--- config.mk ---
export PLATFORM = sky130hd
export DESIGN_NAME = pwm_peripheral
export DESIGN_NICKNAME = d
export VERILOG_FILES = /design/src/rtl/pwm_peripheral_pkg.sv /design/src/rtl/pwm_timebase.sv /design/src/rtl/pwm_peripheral.sv
export SDC_FILE = /design/constraint.sdc
export NUM_CORES = 1
export LEC_CHECK = 0
export BUFFER_PORTS_ARGS = -buffer_cell sky130_fd_sc_hd__clkbuf_2
export CELL_PAD_IN_SITES_DETAIL_PLACEMENT = 0
export CELL_PAD_IN_SITES_GLOBAL_PLACEMENT = 1
export CORE_ASPECT_RATIO = 0.75
export CORE_UTILIZATION = 30
export CTS_CLUSTER_SIZE = 40
export DETAILED_ROUTE_END_ITERATION = 6
export PLACE_DENSITY_LB_ADDON = 0.1
export SLEW_MARGIN = 40
export SYNTH_ARGS = -nofsm -noshare
export SYNTH_HDL_FRONTEND = slang
export SYNTH_SLANG_ARGS = --single-unit
--- constraint.sdc ---
create_clock -name clk -period 5.5 [get_ports clk]
set_clock_uncertainty 0.1 [all_clocks]
set_input_delay 0.825 -clock clk [delete_from_list [all_inputs] [get_ports clk]]
set_output_delay 0.825 -clock clk [all_outputs]
set_load 0.005 [all_outputs]
--- src/rtl/pwm_peripheral_pkg.sv ---
// Definitions shared by the SPI register bank and the PWM peripheral:
// register map, PWM word width and the default prescaler.
package pwm_peripheral_pkg;

  localparam logic [7:0] ADDR_EN_OUT_7_0  = 8'h00;
  localparam logic [7:0] ADDR_EN_OUT_15_8 = 8'h01;
  localparam logic [7:0] ADDR_EN_PWM_7_0  = 8'h02;
  localparam logic [7:0] ADDR_EN_PWM_15_8 = 8'h03;
  localparam logic [7:0] ADDR_PWM_DUTY    = 8'h04;

  localparam int unsigned PWM_WIDTH        = 8;
  localparam int unsigned DEFAULT_PRESCALE = 13;
  // Wide enough for the largest legal prescaler (4095).
  localparam int unsigned PRESCALE_W       = 12;
  localparam int unsigned NUM_PINS         = 16;

  typedef logic [PWM_WIDTH-1:0] pwm_word_t;
  typedef logic [NUM_PINS-1:0]  pin_vec_t;

  // Full scale is special-cased so duty 0xFF never drops low at cnt == 255.
  function automatic logic pwm_level(pwm_word_t cnt, pwm_word_t duty);
    return (duty == '1) || (cnt < duty);
  endfunction

endpackage

--- src/rtl/pwm_timebase.sv ---
// Prescaler plus 8-bit period counter; flags the clk edge that ends each PWM period.
module pwm_timebase
  import pwm_peripheral_pkg::*;
#(
  parameter int unsigned PRESCALE = DEFAULT_PRESCALE
) (
  input  logic      clk,
  input  logic      rst_n,
  output logic      tick_o,
  output pwm_word_t pwm_cnt_o,
  output logic      period_boundary_o
);

  localparam logic [PRESCALE_W-1:0] PrescaleMax = PRESCALE_W'(PRESCALE - 1);

  logic [PRESCALE_W-1:0] prescale_cnt_d, prescale_cnt_q;
  pwm_word_t             pwm_cnt_d, pwm_cnt_q;
  logic                  tick;

  always_comb begin
    tick           = (prescale_cnt_q == PrescaleMax);
    prescale_cnt_d = tick ? '0 : prescale_cnt_q + 1'b1;
    // Natural 8-bit wrap gives the 255 -> 0 rollover.
    pwm_cnt_d      = tick ? pwm_cnt_q + 1'b1 : pwm_cnt_q;
  end

  always_ff @(posedge clk or negedge rst_n) begin
    if (!rst_n) begin
      prescale_cnt_q <= '0;
      pwm_cnt_q      <= '0;
    end else begin
      prescale_cnt_q <= prescale_cnt_d;
      pwm_cnt_q      <= pwm_cnt_d;
    end
  end

  assign tick_o            = tick;
  assign pwm_cnt_o         = pwm_cnt_q;
  assign period_boundary_o = tick && (pwm_cnt_q == '1);

endmodule

--- src/rtl/pwm_peripheral.sv ---
// 16-pin PWM output stage: duty shadow register, compare and registered per-pin mux
// (off / static high / shared PWM waveform).
module pwm_peripheral
  import pwm_peripheral_pkg::*;
#(
  parameter int unsigned PRESCALE = DEFAULT_PRESCALE
) (
  input  logic       clk,
  input  logic       rst_n,
  input  logic [7:0] en_reg_out_7_0,
  input  logic [7:0] en_reg_out_15_8,
  input  logic [7:0] en_reg_pwm_7_0,
  input  logic [7:0] en_reg_pwm_15_8,
  input  logic [7:0] pwm_duty_cycle,
  output logic [7:0] out_7_0,
  output logic [7:0] out_15_8,
  output logic       period_start
);

  logic      tick;
  logic      period_boundary;
  pwm_word_t pwm_cnt;

  pwm_word_t duty_active_d, duty_active_q;
  logic      period_start_d, period_start_q;
  pin_vec_t  out_d, out_q;
  pin_vec_t  en_out, en_pwm;
  logic      pwm_sig;

  pwm_timebase #(
    .PRESCALE (PRESCALE)
  ) u_timebase (
    .clk               (clk),
    .rst_n             (rst_n),
    .tick_o            (tick),
    .pwm_cnt_o         (pwm_cnt),
    .period_boundary_o (period_boundary)
  );

  always_comb begin
    en_out = {en_reg_out_15_8, en_reg_out_7_0};
    en_pwm = {en_reg_pwm_15_8, en_reg_pwm_7_0};

    // Shadow duty only moves at the period boundary, so mid-period writes never glitch.
    duty_active_d  = period_boundary ? pwm_duty_cycle : duty_active_q;
    period_start_d = period_boundary;

    pwm_sig = pwm_level(pwm_cnt, duty_active_q);
    // en_pwm only matters for pins whose output is enabled.
    out_d   = en_out & (~en_pwm | {NUM_PINS{pwm_sig}});
  end

  always_ff @(posedge clk or negedge rst_n) begin
    if (!rst_n) begin
      duty_active_q  <= '0;
      period_start_q <= 1'b0;
      out_q          <= '0;
    end else begin
      duty_active_q  <= duty_active_d;
      period_start_q <= period_start_d;
      out_q          <= out_d;
    end
  end

  assign out_7_0      = out_q[7:0];
  assign out_15_8     = out_q[15:8];
  assign period_start = period_start_q;

  boundary_needs_tick_a : assert property (@(posedge clk) disable iff (!rst_n)
    period_boundary |-> tick);

endmodule

==> metrics.md <==
| Metric | Value |
|---|---|
| Post-route ant nets | `0` |
| Number of global-route vias before repair | `1,540` |
| Hold path startpoint | `u_timebase.prescale_cnt_q[11]` |
| Syn Inst Count | `between 150 and 200` |
| Slew @ Worst Pin | `just over 600 ps` |
| Diode count | `0` |
| Critical path launch point type | `flop` |
| Post-CTS sizing | `0` |
| Post-DR wirelength/cell | `13.4 um` |
| Vias per cell | `4.50` |
| Status | `completed` |
| CP cell instances | `or4_4 -> nor3_4 -> nand4_4 -> mux2_2` |
| Via Count | `1,359` |
| CTS Root Cell | `clkbuf_8` |
| Placed cells | `between 200 and 300` |
| Setup-failing EPs final | `0` |
| Sink Count | `45` |
| CP arrival | `2540 ps` |
| GRT overflow | `0` |
| Initial antenna violation count | `0` |
| H-tree depth | `2` |
| First-pass GRT wire length | `around 7.2 mm` |
| Shortest period the worst path allows | `roughly 2500 ps` |
| Flops & latches, synth | `45` |
| Cell Area, Placed | `approximately 0.0024 mm^2` |
| RSZ-0062 raised after global routing | `false` |
| Finished Cell Area | `0.00244 mm^2` |
| Leading area contributor after synthesis | `dfrtp_1` |
| Die X | `95.4 um` |
| Setup CP Type | `flop to flop` |
| Most frequent cell after synthesis | `dfrtp_1` |
| Worst Path Buf+Inv | `0` |
| CP max FO | `14` |
| Period utilization | `44.8%` |
| Max-Cap Viols | `0` |
| Slowest stage delay, CP | `between 500 and 600 ps` |
| Area of the multi-input gates | `about 800 um^2` |
| Distinct cells, synth | `30` |
| Row count | `25` |
| Mapped Area | `~0.0020 mm^2` |
| Final nets | `around 270` |
| Warning count from the yosys run | `0` |
| Clk buf depth | `2` |
| Total GRT Usage | `13.8%` |
| Die area | `roughly 0.007 mm^2` |
| Share of layout cells above drive strength 1 | `approximately 36%` |
| Post-CTS setup buffers | `0` |
| Share of the synthesized area in the top cell type | `57.3%` |
| Final non-filler cell total | `302` |
| First DRT Iteration DRCs | `74` |
| Power Density | `239 mW/mm^2` |
| Final Max Slew Viols | `0` |
| Initial cell density of the core | `31.1%` |
| Inserted Clock Buffers | `5` |
| Hold Vio Cnt, Final | `0` |
| # IOs | `between 50 and 60` |
| CTS tree | `yes` |
| Most instantiated cells after synthesis | `dfrtp_1 (45), a21boi_0 (16), inv_1 (11), xnor2_1 (11)` |
| Buffers on Ports | `just under 60` |
| Worst reg2reg startpoint | `u_timebase.prescale_cnt_q[7]` |
| Syn_area_per_cell | `between 10 and 15 um^2` |
| Routability congestion estimate | `~0.74` |
| Post-Synthesis Net Count | `around 210` |
| Largest net degree at the start of global routing | `46` |
| CP max stage cell | `or4_4` |
| Top cells by area, synth | `dfrtp_1 (57%), ha_1 (6.4%), a21boi_0 (6.1%), mux2_2 (5.2%), xnor2_1 (4.9%)` |
| Core area | `between 0.006 and 0.007 mm^2` |
| Leak pwr | `roughly 1.2 nW` |
| Synth async-reset ratio | `100%` |
| FF/Latch Area | `0.00113 mm^2` |
| Fmax | `approximately 0.41 GHz` |
| FILL cells | `between 600 and 700` |
| Register-to-register setup slack | `a little over 3000 ps` |
| Max VDD drop | `around 0.00009 V` |
| CP Capture Type | `flop` |
| Required @ worst endpoint | `5580 ps` |
| Hpwl dp | `approximately 3.0 mm` |
| Worst-path clk slew | `approximately 90 ps` |
| Residual DRC | `0` |
| Cts hold-fix bufs | `0` |
| Number of synthesized flops with an enable pin | `0` |
| Sequential area share after synthesis | `57.3%` |
| Die Ht | `72.1 um` |
| Total Power | `about 0.58 mW` |
| Area grow syn2layout | `24.3%` |
| Clk_lat worst skew | `290 ps` |
| Primary FF master, synth | `dfrtp_1` |
| Setup_tns | `0 ps` |
| Final WL | `4.04 mm` |
| Worst path top cell family by delay | `simple AND/OR/NAND/NOR gates` |
| Hold Path Class | `flop to flop` |
| Slew margin rel. | `58.7%` |
| Drt first pass iters | `4` |
| CP Launch Point | `u_timebase.prescale_cnt_q[7]` |
## power breakdown
| part | total, mW | switching, mW | internal, mW |
|---|---|---|---|
| Combinational | 0.0389 | 0.0177 | 0.0212 |
| Sequential | 0.344 | 0.00440 | 0.340 |
| Clock | 0.202 | 0.114 | 0.0879 |
| Total | 0.585 | 0.136 | 0.449 |
## cells in the final DEF, fill, tap and decap left out
cell type   count
or4_4           1
clkinv_2        2
a21boi_0       16
dfrtp_1        45
buf_4           1
nand2_1         4
nor2_1         10
or3_1           1
clkinvlp_4      1
nand3_1         4
mux2_2          9
clkbuf_4        1
nor3_1          1
nor3_4          1
o21a_1          1
inv_1          11
ha_1           10
xnor2_1        11
nand2b_1        1
nand4b_1        1
nand4_4         1
clkbuf_8        5
and3_1          3
o21ai_0         1
and4_1          1
clkbuf_2       57
a21o_1          1
nand4_1         9
xor2_1          6
nor2b_1         1
o32ai_1         1
a21oi_1         1
a2111oi_0       1
a41o_1          1
## cell type report
class                      instances  share of cell area [%]
clock buffer                       5                    2.82
clock inverter                     3                   0.718
inverter                          11                    1.69
multi-input combinational         98                    32.2
timing repair buffer              59                    12.3
sequential                        45                    46.1
tap                               81                    4.15
## per-stage QoR
step	setup WS, ps	hold slack (ps)	util, %
floorplan	3440	343	-
global placement	3140	360	37.2
detailed placement	3040	375	37.3
CTS	3040	391	38.6
global route	2880	416	38.6
finish	3040	381	38.6
## sequential cells by signal (all words and copies together) (netlist names)
register / count
out_q: 16
period_start: 1
u_timebase.pwm_cnt_o: 8
u_timebase.prescale_cnt_q: 12
duty_active_q: 8
## layer usage
| metal | vias up | global-route usage, % | wire length [um] |
|---|---|---|---|
| li1 | 673 | - | - |
| met1 | 637 | 18.9 | 2020 |
| met2 | 47 | 20.2 | 1710 |
| met3 | 2 | 5.45 | 282 |
| met4 | 0 | 3.48 | 25 |
| met5 | - | 0 | 0 |
## cell families after synthesis
family          share of synthesized area (%)
xor+xnor                                 7.58
buf+inv                                  2.68
compound gates                           8.79
mux                                      5.16
flops                                    57.3
simple gates                             12.1
fa+ha+maj                                6.37
## worst paths after layout
check                                                end  cells after the start
max                                     duty_active_q[4]                      4
min                        u_timebase.prescale_cnt_q[11]                      1
max reg2reg                             duty_active_q[4]                      4
min reg2reg                u_timebase.prescale_cnt_q[11]                      1
max in group asynchronous                      out_q[10]                      1
min in group asynchronous   u_timebase.prescale_cnt_q[1]                      1
(Power assumes the default switching activity.)
